$ cat config.mk
export PLATFORM = sky130hd
export DESIGN_NAME = aes_entropy_responder
export DESIGN_NICKNAME = d
export VERILOG_FILES = /design/src/rtl/aes_pkg.sv /design/src/rtl/prim_fifo_sync.sv /design/src/rtl/aes_entropy_responder.sv
export SDC_FILE = /design/constraint.sdc
export NUM_CORES = 1
export LEC_CHECK = 0
export CORE_MARGIN = 2
export CORE_UTILIZATION = 40
export CTS_CLUSTER_DIAMETER = 30
export DETAILED_ROUTE_END_ITERATION = 7
export PLACE_DENSITY = 0.68
export SLEW_MARGIN = 20
export SYNTH_ARGS = -nofsm -noshare
export SYNTH_HDL_FRONTEND = slang
export SYNTH_SLANG_ARGS = --single-unit
$ cat constraint.sdc
create_clock -name clk_i -period 14.1 [get_ports clk_i]
set_clock_uncertainty 0.15 [all_clocks]
set_input_delay 2.115 -clock clk_i [delete_from_list [all_inputs] [get_ports clk_i]]
set_output_delay 2.115 -clock clk_i [all_outputs]
set_load 0.03 [all_outputs]
$ cat src/rtl/aes_pkg.sv
// Shared types and default widths for the AES entropy responder.
// The ERROR state exists only when AES_ENTROPY_RESP_REP_CHECK_EN is defined.
package aes_pkg;

  localparam int unsigned EntropyWidthDefault = 32;
  localparam int unsigned SrcWidthDefault     = 128;
  localparam int unsigned BufDepthDefault     = 2;

`ifdef AES_ENTROPY_RESP_REP_CHECK_EN
  typedef enum logic [1:0] {
    EMPTY = 2'b00,
    SERVE = 2'b01,
    ERROR = 2'b10
  } aes_ent_resp_e;
`else
  typedef enum logic [1:0] {
    EMPTY = 2'b00,
    SERVE = 2'b01
  } aes_ent_resp_e;
`endif

endpackage

$ cat src/rtl/prim_fifo_sync.sv
// Synchronous FIFO without pass-through; a full FIFO refuses writes even when read in the same cycle.
module prim_fifo_sync #(
  parameter int unsigned Width = 32,
  parameter int unsigned Depth = 2
) (
  input  logic             clk_i,
  input  logic             rst_ni,
  input  logic             clr_i,
  input  logic             wvalid_i,
  output logic             wready_o,
  input  logic [Width-1:0] wdata_i,
  output logic             rvalid_o,
  input  logic             rready_i,
  output logic [Width-1:0] rdata_o
);

  localparam int unsigned PtrW = (Depth > 1) ? $clog2(Depth) : 1;
  localparam int unsigned CntW = $clog2(Depth + 1);

  logic [Width-1:0] mem_q [Depth];
  logic [PtrW-1:0]  wptr_q, rptr_q;
  logic [CntW-1:0]  cnt_q;
  logic             wr_en, rd_en;

  function automatic logic [PtrW-1:0] ptr_inc(input logic [PtrW-1:0] p);
    return (p == PtrW'(Depth - 1)) ? '0 : p + PtrW'(1);
  endfunction

  assign wready_o = (cnt_q != CntW'(Depth));
  assign rvalid_o = (cnt_q != '0);
  assign rdata_o  = mem_q[rptr_q];
  assign wr_en    = wvalid_i & wready_o & ~clr_i;
  assign rd_en    = rready_i & rvalid_o & ~clr_i;

  always_ff @(posedge clk_i or negedge rst_ni) begin
    if (!rst_ni) begin
      wptr_q <= '0;
      rptr_q <= '0;
      cnt_q  <= '0;
    end else if (clr_i) begin
      wptr_q <= '0;
      rptr_q <= '0;
      cnt_q  <= '0;
    end else begin
      if (wr_en) wptr_q <= ptr_inc(wptr_q);
      if (rd_en) rptr_q <= ptr_inc(rptr_q);
      case ({wr_en, rd_en})
        2'b10:   cnt_q <= cnt_q + CntW'(1);
        2'b01:   cnt_q <= cnt_q - CntW'(1);
        default: cnt_q <= cnt_q;
      endcase
    end
  end

  // Storage carries no reset; occupancy is tracked by the pointers.
  always_ff @(posedge clk_i) begin
    if (wr_en) mem_q[wptr_q] <= wdata_i;
  end

endmodule

$ cat src/rtl/aes_entropy_responder.sv
// Buffers wide upstream entropy words and serves them LSB-chunk-first, one chunk per acked cycle.
// Optional repetition check enabled by defining AES_ENTROPY_RESP_REP_CHECK_EN.
module aes_entropy_responder
  import aes_pkg::*;
#(
  parameter int unsigned EntropyWidth = EntropyWidthDefault,
  parameter int unsigned SrcWidth     = SrcWidthDefault,
  parameter int unsigned BufDepth     = BufDepthDefault
) (
  input  logic                    clk_i,
  input  logic                    rst_ni,
  input  logic                    flush_i,
  input  logic                    src_valid_i,
  output logic                    src_ready_o,
  input  logic [SrcWidth-1:0]     src_data_i,
  input  logic                    entropy_req_i,
  output logic                    entropy_ack_o,
  output logic [EntropyWidth-1:0] entropy_o,
  output logic                    rep_err_o
);

  localparam int unsigned NumChunks = SrcWidth / EntropyWidth;
  localparam int unsigned CntWidth  = (NumChunks > 1) ? $clog2(NumChunks) : 1;

  if (SrcWidth % EntropyWidth != 0) begin : g_width_chk
    $error("SrcWidth must be a multiple of EntropyWidth");
  end
  if (BufDepth < 1) begin : g_depth_chk
    $error("BufDepth must be at least 1");
  end

  aes_ent_resp_e         state_q, state_d;
  logic [SrcWidth-1:0]   shift_q;
  logic [CntWidth-1:0]   cnt_q;
  logic                  shift_valid_q;
  logic                  err_q;
  logic                  rep_match;
  logic                  ack, last_chunk, load;
  logic                  fifo_wready, fifo_rvalid;
  logic [SrcWidth-1:0]   fifo_rdata;

  prim_fifo_sync #(
    .Width (SrcWidth),
    .Depth (BufDepth)
  ) u_fifo (
    .clk_i    (clk_i),
    .rst_ni   (rst_ni),
    .clr_i    (flush_i),
    .wvalid_i (src_valid_i & ~flush_i & ~err_q),
    .wready_o (fifo_wready),
    .wdata_i  (src_data_i),
    .rvalid_o (fifo_rvalid),
    .rready_i (load),
    .rdata_o  (fifo_rdata)
  );

  // The shift register holds a word in every state except EMPTY.
  assign shift_valid_q = (state_q != EMPTY);

  assign ack        = entropy_req_i & shift_valid_q & ~rep_match & ~err_q & ~flush_i;
  assign last_chunk = (cnt_q == CntWidth'(NumChunks - 1));
  assign load       = ~flush_i & ~err_q & fifo_rvalid & (~shift_valid_q | (ack & last_chunk));

  assign src_ready_o   = fifo_wready & ~flush_i & ~err_q;
  assign entropy_ack_o = ack;
  assign entropy_o     = shift_q[EntropyWidth-1:0];

`ifdef AES_ENTROPY_RESP_REP_CHECK_EN
  logic [EntropyWidth-1:0] prev_q;
  logic                    prev_valid_q;

  assign err_q     = (state_q == ERROR);
  assign rep_err_o = err_q;
  assign rep_match = entropy_req_i & shift_valid_q & ~err_q & prev_valid_q &
                     (shift_q[EntropyWidth-1:0] == prev_q);

  // Last delivered chunk; forgotten on flush so the next chunk is never compared.
  always_ff @(posedge clk_i or negedge rst_ni) begin
    if (!rst_ni) begin
      prev_q       <= '0;
      prev_valid_q <= 1'b0;
    end else if (flush_i) begin
      prev_valid_q <= 1'b0;
    end else if (ack) begin
      prev_q       <= shift_q[EntropyWidth-1:0];
      prev_valid_q <= 1'b1;
    end
  end
`else
  assign err_q     = 1'b0;
  assign rep_err_o = 1'b0;
  assign rep_match = 1'b0;
`endif

  always_ff @(posedge clk_i or negedge rst_ni) begin
    if (!rst_ni) state_q <= EMPTY;
    else         state_q <= state_d;
  end

  always_comb begin
    state_d = state_q;
    if (flush_i) begin
      state_d = EMPTY;
    end else begin
      case (state_q)
        EMPTY: if (load) state_d = SERVE;
        SERVE: begin
`ifdef AES_ENTROPY_RESP_REP_CHECK_EN
          if (rep_match) state_d = ERROR;
          else
`endif
          if (ack && last_chunk && !load) state_d = EMPTY;
        end
`ifdef AES_ENTROPY_RESP_REP_CHECK_EN
        ERROR: state_d = ERROR;
`endif
        default: state_d = EMPTY;
      endcase
    end
  end

  // Down-sizing datapath: load a fresh word or shift out the acked chunk.
  always_ff @(posedge clk_i or negedge rst_ni) begin
    if (!rst_ni) begin
      shift_q <= '0;
      cnt_q   <= '0;
    end else if (flush_i) begin
      shift_q <= '0;
      cnt_q   <= '0;
    end else if (load) begin
      shift_q <= fifo_rdata;
      cnt_q   <= '0;
    end else if (ack) begin
      shift_q <= shift_q >> EntropyWidth;
      cnt_q   <= last_chunk ? '0 : cnt_q + CntWidth'(1);
    end
  end

  ack_needs_req: assert property (@(posedge clk_i) disable iff (!rst_ni)
    entropy_ack_o |-> entropy_req_i);

  data_stable_while_stalled: assert property (@(posedge clk_i) disable iff (!rst_ni)
    (entropy_req_i & ~entropy_ack_o & shift_valid_q & ~flush_i) |=> $stable(entropy_o));

endmodule

==> metrics.txt <==
# TYPE chip_impl_metric gauge
chip_impl_metric{name="cts.hold.buffers_added",unit=""} 0
chip_impl_metric{name="detail-route-antenna-nets",unit=""} 0
chip_impl_metric{name="site_row_count",unit=""} 70
chip_impl_metric{name="leakagePower",unit="µW"} 0.00720
chip_impl_metric{name="post_synthesis_cell_type_count",unit=""} 33
chip_impl_info{name="worst-setup-path-type",value="input pin to output pin"} 1
chip_impl_metric{name="final_hold_viol_count",unit=""} 0
chip_impl_metric{name="switching_power",unit="µW"} 788
chip_impl_metric{name="clock_tree.htree_level_count",unit=""} 3
chip_impl_info{name="netlist_top_cells_area",value="sky130_fd_sc_hd__edfxtp_1 52%, sky130_fd_sc_hd__dfrtp_1 23%, sky130_fd_sc_hd__mux2i_1 8.6%"} 1
chip_impl_metric{name="yosys_register_bits",unit=""} 391
chip_impl_metric{name="cp_slowest_stage_delay",unit="ns"} 0.72
chip_impl_info{name="tritoncts_clock_tree",value="built"} 1
chip_impl_metric{name="clockBufferDepth",unit=""} 3
chip_impl_metric{name="drive_above_1_share",unit="%"} 14.5
chip_impl_info{name="layout_common_cells",value="256 x sky130_fd_sc_hd__edfxtp_1, 165 x sky130_fd_sc_hd__clkdlybuf4s50_1, 134 x sky130_fd_sc_hd__dfrtp_1"} 1
chip_impl_info{name="crit_path_start",value="flush_i"} 1
chip_impl_info{name="crit_slowest_cell",value="sky130_fd_sc_hd__clkdlybuf4s50_1"} 1
chip_impl_info{name="synth_top_family_by_area",value="compound AO/OA/AOI/OAI gates"} 1
chip_impl_metric{name="placement.setup.worst_slack",unit="ns"} 7.93
chip_impl_metric{name="timing.final.setup_violations",unit=""} 0
chip_impl_metric{name="muxShareOfSynthArea",unit="%"} 8.58
chip_impl_metric{name="clock_power_share",unit="%"} 55.3
chip_impl_info{name="worst_path_dominant_cell_family",value="buffers and inverters"} 1
chip_impl_metric{name="max_cap_viol_count",unit=""} 0
chip_impl_metric{name="via_count_of_the_first_global_routing_pass",unit=""} 8758
chip_impl_metric{name="share_comb_of_total_power",unit="%"} 6.9
chip_impl_metric{name="slew_headroom",unit="%"} 25.3
chip_impl_metric{name="setup-tns-final",unit="ns"} 0
chip_impl_metric{name="cts_repair_resize_count",unit=""} 0
chip_impl_metric{name="avgRoutedWirePerCell",unit="µm"} 21.4
chip_impl_metric{name="die_x",unit="µm"} 197
chip_impl_metric{name="sequential_area_share_after_synthesis",unit="%"} 74.1
chip_impl_metric{name="switching_share",unit="%"} 22.4
chip_impl_metric{name="drt-pass1-iter-count",unit=""} 5
chip_impl_metric{name="cts.sinks",unit=""} 391
chip_impl_metric{name="internal_power",unit="µW"} 2730
chip_impl_metric{name="drv_slew",unit=""} 0
chip_impl_info{name="grt_setup_unrepaired",value="false"} 1
chip_impl_metric{name="syn_avg_cell_area",unit="µm²"} 16.9
chip_impl_metric{name="gp_routability_congestion",unit=""} 0.736
chip_impl_metric{name="core_region_area",unit="µm²"} 36700
chip_impl_metric{name="drt_iter0_drc",unit=""} 631
chip_impl_metric{name="place.detailed.hpwl",unit="µm"} 19300
chip_impl_metric{name="fin_worst_hold_slack",unit="ns"} 0.337
chip_impl_metric{name="io_pins",unit=""} 168
chip_impl_metric{name="postLayoutCellArea",unit="µm²"} 19700
chip_impl_metric{name="worstPathMaxFanout",unit=""} 13
chip_impl_metric{name="dp.cells",unit=""} 1430
chip_impl_metric{name="finalWirelength",unit="µm"} 34000
chip_impl_info{name="reg2reg_from",value="u_fifo.cnt_q[1]"} 1
chip_impl_metric{name="synthDominantCellAreaShare",unit="%"} 51.5
chip_impl_metric{name="path_buf_inv",unit=""} 2
chip_impl_metric{name="areaGrowthSynthToFinish",unit="%"} 31.6
chip_impl_metric{name="gr-usage-all-layers",unit="%"} 17.5
chip_impl_info{name="timing.hold.worst.class",value="register to register"} 1
chip_impl_info{name="cts-root-buf",value="sky130_fd_sc_hd__clkbuf_16"} 1
chip_impl_metric{name="design.final.nets",unit=""} 1182
chip_impl_info{name="worstHoldStart",value="shift_q[107]"} 1
chip_impl_metric{name="post_layout_nonfiller_instances",unit=""} 1587
chip_impl_metric{name="finalCriticalPeriod",unit="ns"} 6.16
chip_impl_metric{name="timing_worst_slew_pin_value",unit="ns"} 1.12
chip_impl_metric{name="min_period_over_period",unit="%"} 43.7
chip_impl_metric{name="synth-compound-area-share",unit="%"} 9.09
chip_impl_metric{name="routed_via_density",unit=""} 5.39
chip_impl_metric{name="grt_overflow",unit=""} 0
chip_impl_metric{name="detail_route.drc_violations",unit=""} 0
chip_impl_metric{name="mappedNetlistArea",unit="µm²"} 14900
chip_impl_metric{name="cts.reportedPaths.clkPinSlew",unit="ns"} 0.04
chip_impl_metric{name="design.die.area",unit="µm²"} 38900
chip_impl_metric{name="fp.dieH",unit="µm"} 197
chip_impl_metric{name="antenna_violations_before_repair",unit=""} 2
chip_impl_metric{name="power.sequential.fraction",unit="%"} 37.7
chip_impl_info{name="worst_setup_path_start_kind",value="input pin"} 1
chip_impl_metric{name="grt_max_degree",unit=""} 76
chip_impl_metric{name="grt_pass1_wl",unit="µm"} 51500
chip_impl_metric{name="synthesis.instances",unit=""} 882
chip_impl_metric{name="floorplan.initialDensity",unit="%"} 40.7
chip_impl_metric{name="clock.fmax",unit="MHz"} 162
chip_impl_metric{name="timing.critical_path.arrival",unit="ns"} 3.90
chip_impl_metric{name="detailroute.via_count",unit=""} 8557
chip_impl_metric{name="post_synth_fa_ha_maj_area_fraction",unit="%"} 0.0838
chip_impl_metric{name="cts-buffers-inserted",unit=""} 83
chip_impl_metric{name="fin_ws",unit="ns"} 7.94
chip_impl_info{name="capturing_element_type_of_the_critical_path",value="output pin"} 1
chip_impl_metric{name="postCtsSetupRepairBufs",unit=""} 0
chip_impl_metric{name="insertion_delay",unit="ns"} 0.58
chip_impl_metric{name="post_synth_and_or_nand_nor_area_fraction",unit="%"} 4.00
chip_impl_metric{name="synth_xor_xnor_area_share",unit="%"} 0
chip_impl_info{name="worstPathCellList",value="clkdlybuf4s50_1 > nor2_1 > clkdlybuf4s50_1"} 1
chip_impl_metric{name="vdd_ir_drop_max",unit="V"} 0.0000960
chip_impl_metric{name="required_time_of_the_critical_path",unit="ns"} 11.84
chip_impl_info{name="layout_commonest_cell",value="sky130_fd_sc_hd__edfxtp_1"} 1
chip_impl_metric{name="synth_fp_nets",unit=""} 1016
chip_impl_metric{name="io_buffer_count",unit=""} 166
chip_impl_info{name="status",value="finished clean"} 1
chip_impl_info{name="critical-path-top-cell-by-count",value="sky130_fd_sc_hd__clkdlybuf4s50_1"} 1
chip_impl_metric{name="place_area",unit="µm²"} 16700
chip_impl_metric{name="count_of_yosys_warnings_during_synthesis",unit=""} 0
chip_impl_metric{name="cellPowerDensity",unit="nW/µm²"} 179
chip_impl_info{name="post-synth-top-area-cell",value="sky130_fd_sc_hd__edfxtp_1"} 1
-- flip-flops by register name, summed over array words and instances (netlist names) --
| name | cells |
|---|---|
| u_fifo.cnt_q | 2 |
| cnt_q | 2 |
| u_fifo.mem_q | 256 |
| u_fifo.wptr_q | 1 |
| shift_q | 128 |
| state_q | 1 |
| u_fifo.rptr_q | 1 |
-- cell families (layout without fill, tap and decap cells) --
family | Yosys count | after routing
adders and majority gates | 1 | 1
DFF | 391 | 391
buffers and inverters | 101 | 337
AOI/OAI and AO/OA | 143 | 143
and+or+nand+nor | 117 | 117
other | 1 | 2
muxes | 128 | 128
-- per-layer routing --
| metal | global-route usage, % | vias up | routed length [µm] |
|---|---|---|---|
| li1 | - | 3879 | - |
| met5 | 0 | - | 16 |
| met2 | 25.5 | 270 | 15400 |
| met4 | 6.68 | 2 | 576 |
| met1 | 25.3 | 4363 | 16100 |
| met3 | 4.23 | 43 | 1960 |
-- layout make-up --
type | instances | area (µm²)
Multi-Input combinational cell | 390 | 3290
Fill cell | 2870 | 17000
Inverter | 1 | 3.75
Tap cell | 468 | 586
Sequential cell | 391 | 11100
Timing Repair Buffer | 181 | 1820
Clock inverter | 48 | 596
Clock buffer | 107 | 2290
Antenna cell | 1 | 2.50
-- power by group through the flow --
stage                     Combinational (µW)  Sequential (µW)  Clock (µW)
after CTS                                246             1330        1980
after floorplan                          159             1330           0
final                                    243             1330        1950
after detailed placement                 244             1350           0
after global routing                     262             1330        2040
after global placement                   238             1340           0
-- through the flow --
stage | utilization [%] | total power [µW]
final | 53.5 | 3520
after global routing | 53.5 | 3640
after CTS | 53.5 | 3560
after detailed placement | 45.6 | 1590
after global placement | 45.5 | 1580
after floorplan | - | 1490
-- synth_stat cells --
cell / count
sky130_fd_sc_hd__edfxtp_1: 256
sky130_fd_sc_hd__dfrtp_1: 135
sky130_fd_sc_hd__mux2i_1: 128
sky130_fd_sc_hd__nor3_1: 97
sky130_fd_sc_hd__a221o_1: 96
sky130_fd_sc_hd__buf_2: 40
sky130_fd_sc_hd__buf_4: 40
sky130_fd_sc_hd__o2bb2ai_1: 32
sky130_fd_sc_hd__clkbuf_1: 12
sky130_fd_sc_hd__nor2_1: 8
sky130_fd_sc_hd__buf_1: 4
sky130_fd_sc_hd__buf_6: 4
sky130_fd_sc_hd__a21oi_1: 3
sky130_fd_sc_hd__a22o_1: 3
sky130_fd_sc_hd__o21ai_0: 3
sky130_fd_sc_hd__or3_1: 3
sky130_fd_sc_hd__nand2_1: 2
sky130_fd_sc_hd__a211o_1: 1
sky130_fd_sc_hd__a21boi_2: 1
sky130_fd_sc_hd__a21o_1: 1
sky130_fd_sc_hd__a31oi_1: 1
sky130_fd_sc_hd__and3_1: 1
sky130_fd_sc_hd__and3b_1: 1
sky130_fd_sc_hd__conb_1: 1
sky130_fd_sc_hd__ha_1: 1
sky130_fd_sc_hd__inv_1: 1
sky130_fd_sc_hd__nand2b_1: 1
sky130_fd_sc_hd__nand3_1: 1
sky130_fd_sc_hd__nor2b_1: 1
sky130_fd_sc_hd__nor3_4: 1
sky130_fd_sc_hd__nor4_1: 1
sky130_fd_sc_hd__o21a_1: 1
sky130_fd_sc_hd__o21bai_4: 1
-- final timing paths --
| check | end | slack [ns] | depth (start not counted) |
|---|---|---|---|
| max in group asynchronous | u_fifo.rptr_q | 10.88 | 2 |
| setup reg to reg | shift_q[66] | 11.21 | 4 |
| hold reg to reg | shift_q[107] | 0.34 | 1 |
| min in group asynchronous | shift_q[123] | 1.41 | 1 |
| hold / removal | shift_q[107] | 0.34 | 1 |
| setup / recovery | entropy_ack_o | 7.94 | 3 |
Note: power is estimated with default switching activity, not from simulation.
